### config.mk
export PLATFORM = sky130hd
export DESIGN_NAME = beat_hit_judge
export DESIGN_NICKNAME = d
export VERILOG_FILES = /design/src/rtl/beat_hit_judge_pkg.sv /design/src/rtl/beat_hit_judge_chart_ram.sv /design/src/rtl/beat_hit_judge.sv
export SDC_FILE = /design/constraint.sdc
export NUM_CORES = 1
export LEC_CHECK = 0
export CORE_MARGIN = 5
export CORE_UTILIZATION = 55
export CTS_CLUSTER_DIAMETER = 80
export DETAILED_ROUTE_END_ITERATION = 10
export DONT_BUFFER_PORTS = 1
export GPL_TIMING_DRIVEN = 0
export PLACE_DENSITY_LB_ADDON = 0.25
export SLEW_MARGIN = 30
export SYNTH_ARGS = -nofsm -noshare
export SYNTH_HDL_FRONTEND = slang
export SYNTH_SLANG_ARGS = --single-unit
### constraint.sdc
create_clock -name clk -period 4.9 [get_ports clk]
set_input_delay 1.47 -clock clk [delete_from_list [all_inputs] [get_ports clk]]
set_output_delay 1.47 -clock clk [all_outputs]
set_load 0.05 [all_outputs]
### src/rtl/beat_hit_judge_pkg.sv
// Shared definitions for the piano-tile hit judge: game state encoding and default widths
// reused by the beat generator and score display.
package beat_hit_judge_pkg;

    typedef enum logic [1:0] {
        StIdle = 2'd0,
        StRun  = 2'd1,
        StWin  = 2'd2,
        StFail = 2'd3
    } state_e;

    localparam int unsigned DefBeatW = 7;
    localparam int unsigned DefNoteW = 6;
    localparam int unsigned DefDepth = 96;

endpackage

### src/rtl/beat_hit_judge_chart_ram.sv
// Chart storage: DEPTH x DATA_W registers with async clear, synchronous write and
// combinational read. Out-of-range writes are dropped and out-of-range reads return 0.
module beat_hit_judge_chart_ram #(
    parameter int unsigned ADDR_W = 7,
    parameter int unsigned DATA_W = 6,
    parameter int unsigned DEPTH  = 96
) (
    input  logic              clk,
    input  logic              rst_n,
    input  logic              wr_en,
    input  logic [ADDR_W-1:0] wr_addr,
    input  logic [DATA_W-1:0] wr_data,
    input  logic [ADDR_W-1:0] rd_addr,
    output logic [DATA_W-1:0] rd_data
);

    localparam logic [ADDR_W:0] DepthW = (ADDR_W + 1)'(DEPTH);

    logic [DATA_W-1:0] mem_q [DEPTH];
    logic              wr_ok;
    logic              rd_ok;

    assign wr_ok = wr_en && ({1'b0, wr_addr} < DepthW);
    assign rd_ok = {1'b0, rd_addr} < DepthW;

    always_ff @(posedge clk or negedge rst_n) begin
        if (!rst_n) begin
            for (int i = 0; i < DEPTH; i++) begin
                mem_q[i] <= '0;
            end
        end else if (wr_ok) begin
            mem_q[wr_addr] <= wr_data;
        end
    end

    assign rd_data = rd_ok ? mem_q[rd_addr] : '0;

endmodule

### src/rtl/beat_hit_judge.sv
// Hit-progress checker: counts beats and hits against a loadable cumulative chart and
// judges pass/fail at every beat boundary.
module beat_hit_judge
    import beat_hit_judge_pkg::*;
#(
    parameter int unsigned BEAT_W = DefBeatW,
    parameter int unsigned NOTE_W = DefNoteW,
    parameter int unsigned DEPTH  = DefDepth,
    parameter int unsigned SLACK  = 0,
    parameter int unsigned STRICT = 1
) (
    input  logic              clk,
    input  logic              rst_n,
    input  logic              wr_en,
    input  logic [BEAT_W-1:0] wr_addr,
    input  logic [NOTE_W-1:0] wr_data,
    input  logic [BEAT_W-1:0] song_len,
    input  logic              start,
    input  logic              abort,
    input  logic              beat_tick,
    input  logic              hit_pulse,
    output logic [BEAT_W-1:0] beat_cnt,
    output logic [NOTE_W-1:0] expected,
    output logic [NOTE_W-1:0] hit_cnt,
    output logic              busy,
    output logic              win,
    output logic              fail
);

    localparam logic [BEAT_W:0] DepthW = (BEAT_W + 1)'(DEPTH);
    localparam logic [NOTE_W:0] SlackW = (NOTE_W + 1)'(SLACK);

    state_e            state_q, state_d;
    logic [BEAT_W-1:0] beat_q, beat_d;
    logic [NOTE_W-1:0] hit_q, hit_d;
    logic [BEAT_W-1:0] len_q, len_d;

    logic [BEAT_W-1:0] rd_addr;
    logic [NOTE_W-1:0] rd_data;
    logic [BEAT_W-1:0] eff_len;
    logic [NOTE_W:0]   h_ext;
    logic [NOTE_W:0]   e_ext;
    logic              judge_fail;

    beat_hit_judge_chart_ram #(
        .ADDR_W (BEAT_W),
        .DATA_W (NOTE_W),
        .DEPTH  (DEPTH)
    ) u_chart_ram (
        .clk     (clk),
        .rst_n   (rst_n),
        .wr_en   (wr_en && (state_q != StRun)),
        .wr_addr (wr_addr),
        .wr_data (wr_data),
        .rd_addr (rd_addr),
        .rd_data (rd_data)
    );

    assign rd_addr = beat_q - BEAT_W'(1);
    assign eff_len = ({1'b0, song_len} > DepthW) ? DepthW[BEAT_W-1:0] : song_len;

    // Extra bit keeps h + SLACK from wrapping; a same-cycle hit counts toward the closing beat.
    assign h_ext      = {1'b0, hit_q} + {{NOTE_W{1'b0}}, hit_pulse};
    assign e_ext      = {1'b0, rd_data};
    assign judge_fail = ((h_ext + SlackW) < e_ext) || ((STRICT != 0) && (h_ext > e_ext));

    always_comb begin
        state_d = state_q;
        beat_d  = beat_q;
        hit_d   = hit_q;
        len_d   = len_q;
        if (abort) begin
            state_d = StIdle;
            beat_d  = '0;
            hit_d   = '0;
        end else begin
            case (state_q)
                StRun: begin
                    if (hit_pulse && !(&hit_q)) begin
                        hit_d = hit_q + NOTE_W'(1);
                    end
                    if (beat_tick) begin
                        if (judge_fail) begin
                            state_d = StFail;
                        end else if (beat_q == len_q) begin
                            state_d = StWin;
                        end else begin
                            beat_d = beat_q + BEAT_W'(1);
                        end
                    end
                end
                default: begin
                    if (start && (song_len != '0)) begin
                        state_d = StRun;
                        beat_d  = BEAT_W'(1);
                        hit_d   = '0;
                        len_d   = eff_len;
                    end
                end
            endcase
        end
    end

    always_ff @(posedge clk or negedge rst_n) begin
        if (!rst_n) begin
            state_q <= StIdle;
            beat_q  <= '0;
            hit_q   <= '0;
            len_q   <= '0;
        end else begin
            state_q <= state_d;
            beat_q  <= beat_d;
            hit_q   <= hit_d;
            len_q   <= len_d;
        end
    end

    assign beat_cnt = beat_q;
    assign expected = (beat_q == '0) ? '0 : rd_data;
    assign hit_cnt  = hit_q;
    assign busy     = (state_q == StRun);
    assign win      = (state_q == StWin);
    assign fail     = (state_q == StFail);

endmodule

Word level (Yosys, flattened, before mapping)
Index checks and enable logic that the tools add are counted.
- bitwise operators: 4
- order comparisons: 8
- reduce and logical (&&, ||, !) cells: 15
- muxes and demuxes: 25
- add/subtract/negate cells: 4
- equal/unequal tests: 10
- operator list (cell ; count):
    576-bit bitwise mux ; 1
    6-bit two-way mux ; 9
    7-bit two-way mux ; 7
    6-bit binary-select mux with 7-bit select ; 1
    6-bit demux with 7-bit select ; 1
    8-bit greater-or-equal comparator, second input constant ; 2
    7-bit NOT with 8-bit output ; 2
    7-bit < comparator, second input constant ; 2
    2-bit two-way mux ; 6
    3-bit inequality test, second input constant ; 3
    8-bit by 1-bit < comparator with 1-bit output, second input constant ; 1
    6-bit by 1-bit adder with 7-bit output ; 1
    7-bit by 1-bit adder with 7-bit output, second input constant ; 1
    7-bit == test ; 1
    7-bit by 6-bit greater-than comparator with 1-bit output ; 1
    7-bit greater-than comparator, second input constant ; 1
    7-bit zero test ; 1
    7-bit by 6-bit < comparator with 1-bit output ; 1
    7-bit nonzero test ; 1
    7-bit by 1-bit subtractor with 7-bit output, second input constant ; 1
    6-bit by 1-bit adder with 6-bit output, second input constant ; 1
    3-bit AND reduction ; 2
    6-bit AND reduction ; 1
    1-bit logical AND ; 5
    other kinds (11) ; 13
- word-level logic and storage cells: 166
- output and inout bits: 22
- input bits: 27
- register bits after elaboration: 598

Depth between registers and ports, before layout
Gate-level depths: netlist of run 1.
- depth in word-level cells: 12
- depth in mapped cells: 22
- gate-level depth less buffers: 16

Cells and area by module
Synthesis of run 1 repeated with hierarchy kept, for this count alone.
- cell total of the unflattened synthesis: 1923
- area total of the unflattened synthesis: 28359.7 um^2
- modules (own cells, without submodules) (module ; sequential area each (um^2) ; area an instance (um^2) ; cells each ; times used):
    beat_hit_judge_chart_ram ; 14413.8 ; 26708.1 ; 1732 ; 1
    beat_hit_judge ; 550.5 ; 1651.6 ; 191 ; 1

Worst setup path before layout of run 1
OpenSTA, ideal clock, no wires.
- path type: reg-to-output
- from: register beat_q[0] (netlist: beat_cnt[0])
- to: output port expected[0]
- required time: 3.430 ns
- stages on the path, launching flop included: 15
- path slack: -0.667 ns
- buffers on the path: 7
- data arrival time: 4.097 ns
- path through: dfrtp_1 > buf_6 > buf_4 > buf_4 > clkinv_1 > ha_1 > buf_4 > buf_4 > buf_2 > clkbuf_1 > mux4_2 > nand2_1 > nand3b_1 > o2111ai_1 > a31oi_1
- longest elaborated chain between the ends: 7
- elaborated cells on any way between the ends: 9
- classes of those cells: add/sub (1); order compare (1); mux (5); bitwise (1); reduce/logical (1)
- ends and longest elaborated chain (element ; line ; RTL):
    from (decl) ; beat_hit_judge.sv:34 ; logic [BEAT_W-1:0] beat_q, beat_d;
    from (signal assigned) ; beat_hit_judge.sv:112 ; beat_q <= beat_d;
    7-bit by 1-bit subtractor with 7-bit output ; beat_hit_judge.sv:59 ; assign rd_addr = beat_q - BEAT_W'(1);
    7-bit NOT with 8-bit output (not written as such) ; beat_hit_judge_chart_ram.sv:36 ; assign rd_data = rd_ok ? mem_q[rd_addr] : '0;
    6-bit binary-select mux with 7-bit select ; beat_hit_judge_chart_ram.sv:36 ;
    6-bit two-way mux (not written as such) (2 in a row) ; beat_hit_judge_chart_ram.sv:36 ;
    6-bit two-way mux ; beat_hit_judge_chart_ram.sv:36 ;
    6-bit two-way mux * ; beat_hit_judge.sv:119 ; assign expected = (beat_q == '0) ? '0 : rd_data;
    to (decl) ; beat_hit_judge.sv:23 ; output logic [NOTE_W-1:0] expected,
Mark *: on every way between the ends. The rest lies on a longest branch, timed or not. The select of a mux whose other input is x is not followed.

Worst setup path in the final report of run 1
- from: register beat_q[0] (netlist: beat_cnt[0])
- to: output port expected[2]
The elaborated chain is that of the path after synthesis.

==> flow_metrics.py, run 1 <==
metrics = {
    "run_status": {
        "outcome": "finished, violations left",
        "violations": "slew limit, setup timing",
    },
    "drt": {
        "wirelength_um": 82820,
        "ant_nets": 0,
        "avgRoutedWirePerCell_um": 30.23,
        "num_vias": 17940,
        "viasPerCell": 6.547,
        "dr.pass1.iters": 5,
        "drt_iter0_markers": 1897,
        "drt_drc_violations_left": 0,
    },
    "synthesis": {
        "synth_area_sq_um": 28280,
        "synth.avg_cell_area_sq_um": 14.85,
        "synth-main-ff-cell": "dfrtp_1",
        "synth_area_leader_cell": "dfrtp_1",
        "ys_types": 63,
        "yosys_warnings": 0,
        "syn_inst": 1905,
        "synth-edff-count": 0,
        "async_reset_ff_share_pct": 100.0,
        "ys_top_cells_by_area": "dfrtp_1 53%, mux2_2 24%, mux4_2 12%",
        "netlist.area_leader.share_pct": 52.91,
        "synth-seq-cells": 598,
        "ys_seq_area_share_pct": 52.91,
        "synth_nets": 1943,
    },
    "floorplan": {
        "start_util_pct": 55.35,
        "die_area_sq_um": 56060,
        "io_pins": 49,
        "die_h_um": 236.8,
        "core_area_sq_um": 51090,
        "die_x_um": 236.8,
        "placementRows": 83,
    },
    "setup_path": {
        "crit_path_end_kind": "primary output",
        "crit_path_start_kind": "flip-flop",
        "cp.required_ns": 3.43,
        "reg2reg_from": "beat_cnt[0]",
        "crit_arrival_ns": 3.88,
        "reg2reg_depth": 19,
        "r2r-end": "beat_cnt[4]",
        "crit_fanout": 7,
        "worstSetupPathType": "flip-flop to primary output",
        "r2r_slack_ns": 0.11,
    },
    "place": {
        "routabilityCongestion": 0.9671,
        "placed_cell_area_sq_um": 29210,
        "port_buffers": 0,
        "hpwlAfterDp_um": 54750,
    },
    "timing": {
        "slew_violations": 451,
        "setup_ws_ns": -0.4547,
        "rsz0062_at_grt": "true",
        "fin_tns_setup_ns": -2.622,
        "worstMarginPinSlew_ns": 3.157,
        "hold_slack_ns": 0.4998,
        "relSlewSlack_pct": -110.5,
        "period_share_pct": 109.3,
        "clock.fmax_ghz": 0.1868,
        "finalSetupViolCount": 6,
        "min_period_ns": 5.355,
        "hold_viol": 0,
        "skew_ns": 0.02982,
    },
    "hold_path": {
        "holdPathStages": 1,
        "hold_path_class": "flip-flop to flip-flop",
        "min_to": "u_chart_ram.mem_q[331]",
        "hold_start": "u_chart_ram.mem_q[331]",
    },
    "finish": {
        "layout_commonest_cell": "dfrtp_1",
        "nNetsFinal": 2044,
        "stdcell_area_sq_um": 32680,
        "drive_above_1_share_pct": 51.09,
        "fin_util_pct": 63.96,
        "syn_to_final_growth_pct": 15.55,
        "final_cell_mix": "596 x dfrtp_1, 594 x mux2_2, 149 x mux4_2",
    },
    "power_and_ir_drop": {
        "p_leak_nw": 15.11,
        "p_per_area_nw_per_um2": 379.3,
        "vdd_drop_max_mv": 0.2975,
        "finalPower_mw": 12.40,
    },
    "clocking": {
        "cts.hold.buffers_added": 0,
        "cts_tree": "done",
        "cts.clk_slew.worst_paths_ns": 0.07,
        "cts_root_buffer": "clkbuf_16",
        "numCtsBuffers": 61,
        "clock_latency_ns": 0.64,
        "clkSinkCount": 598,
        "clk_path_buf_depth": 3,
        "htree_levels": 2,
    },
    "global_route": {
        "antenna_found_initial": 4,
        "track_usage_pct": 29.19,
        "grt_pass1_vias": 18500,
        "grt_max_degree": 599,
        "grt-ovfl-total": 0,
        "grt_pass1_wl_um": 122400,
    },
    "flow_run": {
        "drv_cap": 0,
    },
}
==> power by group <==
part,leakage (nW),internal (mW),switching [mW]
Combinational,5.82,1.01,1.15
Sequential,8.23,5.22,0.163
Clock,1.07,2.84,2.01
Total,15.1,9.07,3.32
==> worst max-delay path by stage <==
stage                        to   startpoint  cells after the start  slack, ns
global route        expected[4]  beat_cnt[0]                     15      -0.50
global placement    expected[0]  beat_cnt[0]                     14      -2.02
detailed placement  beat_cnt[6]  beat_cnt[0]                     21      -1.55
finish              expected[2]  beat_cnt[0]                     14      -0.45
CTS                 expected[5]  beat_cnt[0]                     14      -0.43
floorplan           expected[0]  beat_cnt[0]                     12       0.03
==> flip-flops by register name, indices dropped and copies added, names as in the netlist <==
register           flops
beat_cnt               7
hit_cnt                6
len_q                  7
state_q                2
u_chart_ram.mem_q    576
==> logic make-up (layout without fill, tap and decap cells) <==
family          Yosys count  in the layout  share of synthesized area, %
compound gates           76             76                         1.845
xor+xnor                 19             19                        0.6813
fa+ha+maj                11             11                        0.4866
buf+inv                 144            298                         2.539
flops                   598            598                         52.91
mux                     782            782                         36.95
other cells               0              1                             0
simple gates            275            275                         4.588
==> Yosys cell counts (7+ instances only) <==
cell      number
a21oi_1       16
buf_2         14
buf_4         13
buf_6          9
clkbuf_1      87
dfrtp_1      598
ha_1          11
inv_1         13
mux2_2       600
mux2i_1       27
mux4_2       149
nand2_1       59
nand3_1       33
nand3b_1       8
nand4_1        8
nor2_1       120
o21ai_0        8
o21ai_1       12
o22ai_1        7
xnor2_1        8
xor2_1         9
==> timing repair <==
| item | CTS | global route |
|---|---|---|
| gates cloned | 4 | 4 |
| buffers inserted | 21 | 11 |
| setup endpoints to repair | 15 | 11 |
| pin swaps | 21 | 38 |
| resized for setup | 159 | 53 |
==> worst max-delay path, cell delays in order, from the launching register on <==
cell       delay, ns
dfrtp_2         0.58
buf_8           0.17
buf_12          0.11
buf_16          0.11
clkinv_8        0.05
ha_4            0.30
buf_12          0.15
buf_12          0.15
clkbuf_16       0.17
mux4_2          0.35
mux2_4          0.31
o22ai_4         0.20
o21ai_4         0.10
a22oi_2         0.32
nor2_4          0.14
==> area by class of cell <==
cell class	instances	area, sq um
Multi-Input combinational cell	1163	13190
Clock inverter	23	201.4
Fill cell	3606	18410
Inverter	14	65.06
Tap cell	680	850.8
Buffer	129	1064
Clock buffer	93	1909
Antenna cell	1	2.502
Timing Repair Buffer	39	436.7
Sequential cell	598	14970
==> layer usage <==
layer / track usage (%) / vias to the layer above / wire (um)
li1: - / 7260 / -
met1: 40.03 / 9569 / 32980
met2: 44.61 / 872 / 37850
met3: 7.338 / 237 / 7464
met4: 13.10 / 2 / 4511
met5: 0 / - / 17
==> metrics by stage <==
step                      instances  setup WS [ns]
after global routing           2739        -0.4989
final                          2740        -0.4547
after global placement         2585         -2.016
after floorplan                1905        0.02560
after detailed placement       2585         -1.552
after CTS                      2726        -0.4315
(Power assumes the default switching activity.)
==> run 2: changes to the inputs <==
Settings changed: ABC_CLOCK_PERIOD_IN_PS set to 4900, DONT_BUFFER_PORTS 1 to not set.
==> run 2 against run 1 <==
Compared with the run above:
- the run ends with setup timing left
- global-route usage up 0.68 points
- routed wire length rose by 0.13%
- fmax rose by 3.1%
- hold slack better by 0.0024 ns
- clock-buffer cell count fell by 3
- clock skew decreased by 0.0013 ns
- via count rose by 0.28%
- combinational power about the same
- utilization increased by 0.58 points
- sequential power about the same
- final area increased by 0.91%
- largest power group unchanged
==> flow_metrics.py, run 2 (synthesized netlist as in run 1, its figures left out) <==
metrics = {
    "run_status": {
        "outcome": "finished, violations left",
        "violations": "setup timing",
    },
    "setup_path": {
        "crit_path_cell_trace": "buf_12 -> buf_16 -> clkinv_8 -> ha_4 -> buf_12 -> buf_12 -> clkbuf_8 -> mux4_2 -> mux2i_2 -> a32o_1 -> o21ai_4 -> a22oi_2 -> nor2_4 -> buf_6",
        "crit_path_end_kind": "primary output",
        "crit_arrival_ns": 3.72,
        "crit_family": "buffers and inverters",
        "worstSetupPathType": "flip-flop to primary output",
        "crit_top_cell": "buf_12",
        "crit_path_start_kind": "flip-flop",
        "cpMaxStageDelayCell": "dfrtp_2",
        "cp_num_buf_inv": 7,
        "cp.required_ns": 3.43,
        "r2r_slack_ns": 0.23,
        "max_stage_delay_ns": 0.47,
        "crit_fanout": 10,
    },
    "timing": {
        "slew_violations": 0,
        "finalSetupViolCount": 6,
        "period_share_pct": 106.0,
        "hold_viol": 0,
        "min_period_ns": 5.192,
        "rsz0062_at_grt": "true",
        "setup_ws_ns": -0.2923,
        "clock.fmax_ghz": 0.1926,
        "worstMarginPinSlew_ns": 0.9763,
        "hold_slack_ns": 0.5022,
        "relSlewSlack_pct": 34.92,
        "skew_ns": 0.02854,
    },
    "floorplan": {
        "die_h_um": 236.8,
        "core_area_sq_um": 51090,
        "die_x_um": 236.8,
        "placementRows": 83,
        "start_util_pct": 55.35,
        "die_area_sq_um": 56060,
        "io_pins": 49,
    },
    "power_and_ir_drop": {
        "p_int_mw": 9.293,
        "power_frac_clock_pct": 40.3,
        "switching_share_pct": 26.71,
        "vdd_drop_max_mv": 0.3120,
        "p_leak_nw": 15.26,
        "sequentialPowerShare_pct": 42.4,
        "p_per_area_nw_per_um2": 384.5,
        "p_comb_share_pct": 17.3,
        "p_switching_mw": 3.387,
    },
    "clocking": {
        "htree_levels": 2,
        "cts.hold.buffers_added": 0,
        "cts_root_buffer": "clkbuf_16",
        "numCtsBuffers": 61,
        "clock_latency_ns": 0.64,
        "clkSinkCount": 598,
        "clk_path_buf_depth": 3,
        "cts_tree": "done",
        "cts.clk_slew.worst_paths_ns": 0.06,
    },
    "place": {
        "port_buffers": 39,
        "routabilityCongestion": 0.9811,
        "placed_cell_area_sq_um": 29800,
        "hpwlAfterDp_um": 55740,
        "dpl.cell_count": 2631,
        "place_ws_ns": -1.841,
    },
    "hold_path": {
        "hold_path_class": "flip-flop to flip-flop",
    },
    "finish": {
        "stdcell_area_sq_um": 32980,
        "nNetsFinal": 2076,
        "stdcell_count": 2769,
        "drive_above_1_share_pct": 49.26,
        "layout_commonest_cell": "mux2_2",
        "final_cell_mix": "598 x mux2_2, 596 x dfrtp_1, 149 x mux4_2",
        "syn_to_final_growth_pct": 16.61,
        "top_register": "u_chart_ram.mem_q",
        "largest_register_ffs": 576,
        "antenna_cells": 0,
    },
    "global_route": {
        "grt_max_degree": 93,
        "grt_pass1_vias": 18940,
        "grt_pass1_wl_um": 125600,
        "track_usage_pct": 29.87,
        "grt-ovfl-total": 0,
        "antenna_found_initial": 0,
    },
    "flow_run": {
        "drv_cap": 0,
    },
    "drt": {
        "num_vias": 17990,
        "drt_iter0_markers": 1823,
        "dr.pass1.iters": 5,
        "ant_nets": 0,
        "wirelength_um": 82930,
        "viasPerCell": 6.497,
        "drt_drc_violations_left": 0,
        "avgRoutedWirePerCell_um": 29.95,
    },
}
run 2: cell types whose count changed in the layout (fill, tap and decap cells not counted), sizes merged:
cell / before / now
clkinvlp: 0 / 2
bufinv: 3 / 9
buf: 78 / 81
clkdlybuf4s50: 0 / 32
inv: 16 / 14
clkinv: 18 / 13
diode: 1 / 0
clkbuf: 183 / 177
run 2: worst register-to-register path, delay by kind of cell, from the launching register on:
kind	cells	cell delay (ns)
compound gates	5	1.05
simple gates	4	0.65
fa+ha+maj	2	0.40
mux	3	1.03
buf+inv	7	0.94
flops	1	0.47
run 2: final cells by class:
| type | count | area, sq um |
|---|---|---|
| plain buffers | 127 | 1055 |
| flip-flops and latches | 598 | 14970 |
| clock buffers | 90 | 1858 |
| repair buffers | 73 | 857.1 |
| well taps | 680 | 850.8 |
| multi-input cells | 1163 | 12970 |
| clock inverters | 24 | 357.8 |
| fillers | 3594 | 18110 |
| inverters | 14 | 65.06 |
run 2: worst paths after layout:
path                                         from                endpoint  cells after the start
setup / recovery                      beat_cnt[0]             expected[3]                     14
hold / removal             u_chart_ram.mem_q[357]  u_chart_ram.mem_q[357]                      1
setup reg to reg                      beat_cnt[0]             beat_cnt[6]                     21
hold reg to reg            u_chart_ram.mem_q[357]  u_chart_ram.mem_q[357]                      1
max in group asynchronous                   rst_n  u_chart_ram.mem_q[105]                      5
min in group asynchronous                   rst_n  u_chart_ram.mem_q[339]                      1
run 2: timing repair:
| action | 4_1_cts | 5_1_grt |
|---|---|---|
| gates resized for setup | 181 | 36 |
| buffers inserted | 19 | 5 |
| pin swaps | 17 | 15 |
| cloned | 2 | 1 |
| setup endpoints to repair | 15 | 11 |
run 2: power by group through the flow:
stage	registers (mW)	clock network, mW	logic (mW)
after global placement	5.46	0	1.81
after global routing	5.41	5.34	2.30
after floorplan	5.41	0	1.18
after detailed placement	5.46	0	1.86
final	5.38	5.11	2.19
after CTS	5.37	5.15	2.12
run 2: stage by stage:
stage | util (%) | setup TNS, ns | power [mW]
6_report | 64.55 | -1.457 | 12.68
4_1_cts | 64.20 | -1.538 | 12.64
2_1_floorplan | - | 0 | 6.593
3_3_place_gp | 57.89 | - | 7.265
5_1_grt | 64.55 | -1.682 | 13.05
3_5_place_dp | 58.33 | -20.15 | 7.324
run 2: routing by layer:
metal  track usage (%)  up-vias  part of all wire (%)
li1                  -     7319                     -
met1             42.10     9656                    41
met2             45.42      794                    46
met3             6.615      221                   8.3
met4             12.75        0                   5.1
met5                 0        -                     0
==> run 3: changes to the inputs <==
Settings changed: DONT_BUFFER_PORTS set to 1, PLACE_DENSITY set to 0.71, PLACE_DENSITY_LB_ADDON 0.25 to not set.
==> run 3 against run 2 <==
Compared with the run above:
- the run ends with slew limit, setup timing left
- setup slack worse by 0.13 ns
- sequential share of layout area is 1.2 points higher
- clock power is 12% lower
- clock skew is 0.010 ns lower
- non-clock buffer count is 43 lower
- die area stayed put
- final cell count is 1.7% lower
- critical path depth is 1 higher
- final area is 2.5% lower
- sequential power hardly changed
- highest routed layer is now met5
==> flow_metrics.py, run 3 (synthesized netlist as in run 1, its figures left out) <==
metrics = {
    "place": {
        "routabilityCongestion": 0.9258,
        "dpl.cell_count": 2585,
        "hpwlAfterDp_um": 54460,
        "port_buffers": 0,
    },
    "global_route": {
        "grt_pass1_wl_um": 122300,
        "grt_pass1_vias": 18430,
        "grt-ovfl-total": 0,
        "antenna_found_initial": 2,
        "grt_max_degree": 599,
        "track_usage_pct": 29.25,
    },
    "setup_path": {
        "worstSetupStartpoint": "beat_cnt[0]",
        "crit_fanout": 10,
        "worstSetupPathType": "flip-flop to primary output",
        "crit_path_cell_trace": "buf_12 -> buf_16 -> buf_16 -> clkinv_8 -> ha_4 -> buf_12 -> buf_12 -> clkbuf_16 -> mux4_2 -> mux2i_2 -> nor2_1 -> a21oi_2 -> o21ai_1 -> a22oi_2 -> nor2_4",
        "crit_path_start_kind": "flip-flop",
        "cp_num_buf_inv": 7,
        "r2r_slack_ns": 0.09,
        "crit_family": "buffers and inverters",
        "cp.required_ns": 3.43,
        "reg2reg_from": "beat_cnt[0]",
        "reg2reg_depth": 23,
        "r2r-end": "beat_cnt[4]",
        "max_stage_delay_ns": 0.56,
        "cpMaxStageDelayCell": "dfrtp_4",
        "crit_arrival_ns": 3.85,
        "crit_top_cell": "buf_12",
        "crit_path_end_kind": "primary output",
    },
    "floorplan": {
        "io_pins": 49,
        "core_area_sq_um": 51090,
        "die_h_um": 236.8,
        "start_util_pct": 55.35,
        "die_area_sq_um": 56060,
        "placementRows": 83,
        "die_x_um": 236.8,
    },
    "drt": {
        "viasPerCell": 6.491,
        "num_vias": 17670,
        "ant_nets": 0,
        "dr.pass1.iters": 5,
        "drt_drc_violations_left": 0,
        "avgRoutedWirePerCell_um": 30.02,
        "wirelength_um": 81730,
        "drt_iter0_markers": 1550,
    },
    "clocking": {
        "cts.hold.buffers_added": 0,
        "cts_tree": "done",
        "clkSinkCount": 598,
        "cts.clk_slew.worst_paths_ns": 0.06,
        "cts_root_buffer": "clkbuf_16",
        "clock_latency_ns": 0.63,
        "numCtsBuffers": 61,
        "clk_path_buf_depth": 3,
        "htree_levels": 2,
    },
    "finish": {
        "final_cell_mix": "596 x mux2_2, 596 x dfrtp_1, 149 x mux4_2",
        "nFillCells": 3684,
        "syn_to_final_growth_pct": 13.64,
        "stdcell_count": 2722,
        "nNetsFinal": 2033,
        "fin_util_pct": 62.90,
        "drive_above_1_share_pct": 49.49,
        "largest_register_ffs": 576,
        "top_register": "u_chart_ram.mem_q",
    },
    "power_and_ir_drop": {
        "p_comb_share_pct": 17.2,
        "sequentialPowerShare_pct": 45.2,
        "switching_share_pct": 26.81,
        "p_per_area_nw_per_um2": 370.9,
        "power_frac_clock_pct": 37.6,
        "p_leak_nw": 14.85,
        "p_int_mw": 8.724,
        "p_switching_mw": 3.196,
        "vdd_drop_max_mv": 0.2979,
    },
    "timing": {
        "min_period_ns": 5.324,
        "worstMarginPinSlew_ns": 2.598,
        "skew_ns": 0.01851,
        "period_share_pct": 108.6,
        "finalSetupViolCount": 6,
        "slew_violations": 429,
        "rsz0062_at_grt": "true",
        "setup_ws_ns": -0.4238,
        "hold_slack_ns": 0.5008,
        "hold_viol": 0,
        "relSlewSlack_pct": -73.22,
        "clock.fmax_ghz": 0.1878,
    },
    "hold_path": {
        "hold_start": "u_chart_ram.mem_q[89]",
        "holdPathStages": 1,
        "min_to": "u_chart_ram.mem_q[89]",
        "hold_path_class": "flip-flop to flip-flop",
    },
    "flow_run": {
        "drv_cap": 0,
    },
    "run_status": {
        "violations": "slew limit, setup timing",
        "outcome": "finished, violations left",
    },
}
[run 3: changes by cell type in the layout (fill, tap and decap cells not counted), sizes merged]
cell / delta
clkdlybuf4s50: -32
clkbuf: +14
buf: -13
bufinv: -9
clkinv: -7
diode: +3
clkinvlp: -2
inv: -1
[run 3: what timing repair did]
item / CTS / global route
endpoints found under the setup margin: 15 / 11
cloned: 2 / 0
setup buffers: 24 / 3
pin swaps: 26 / 19
resized for setup: 157 / 22
[run 3: layout make-up]
cell class	count	area, sq um	area share (%)
Antenna cell	3	7.507	0.02336
Buffer	129	1046	3.255
Clock buffer	102	1861	5.789
Clock inverter	5	25.02	0.07786
Inverter	14	65.06	0.2024
Multi-Input combinational cell	1163	13050	40.61
Sequential cell	598	14970	46.58
Tap cell	680	850.8	2.647
Timing Repair Buffer	28	264.0	0.8214
[run 3: per-layer routing]
layer	track usage, %	part of all wire [%]
met1	40.82	41
met5	0	0.024
met4	12.58	5.0
met2	44.27	45
met3	7.291	8.6
[run 3: power by group through the flow]
stage	combinational, mW	clock, mW	sequential (mW)
finish	2.05	4.48	5.39
global route	2.13	4.72	5.41
CTS	2.00	4.52	5.38
detailed placement	1.70	0	5.47
global placement	1.67	0	5.45
floorplan	1.18	0	5.41
[run 3: how the worst max path moves through the flow]
stage,endpoint,slack (ns),depth (start not counted)
2_1_floorplan,expected[0],0.03,12
3_3_place_gp,beat_cnt[6],-2.00,22
3_5_place_dp,beat_cnt[6],-1.63,21
4_1_cts,expected[1],-0.39,13
5_1_grt,expected[2],-0.48,13
6_report,expected[2],-0.42,15
[run 3: stage by stage]
step | power [mW] | instance area, sq um | setup slack, ns | TNS (ns)
finish | 11.92 | 32140 | -0.4238 | -2.342
global route | 12.26 | 32130 | -0.4847 | -2.765
CTS | 11.90 | 32010 | -0.3863 | -2.123
detailed placement | 7.171 | 29220 | -1.633 | -20.49
global placement | 7.120 | 29190 | -1.998 | -24.61
floorplan | 6.593 | 28340 | 0.02560 | 0
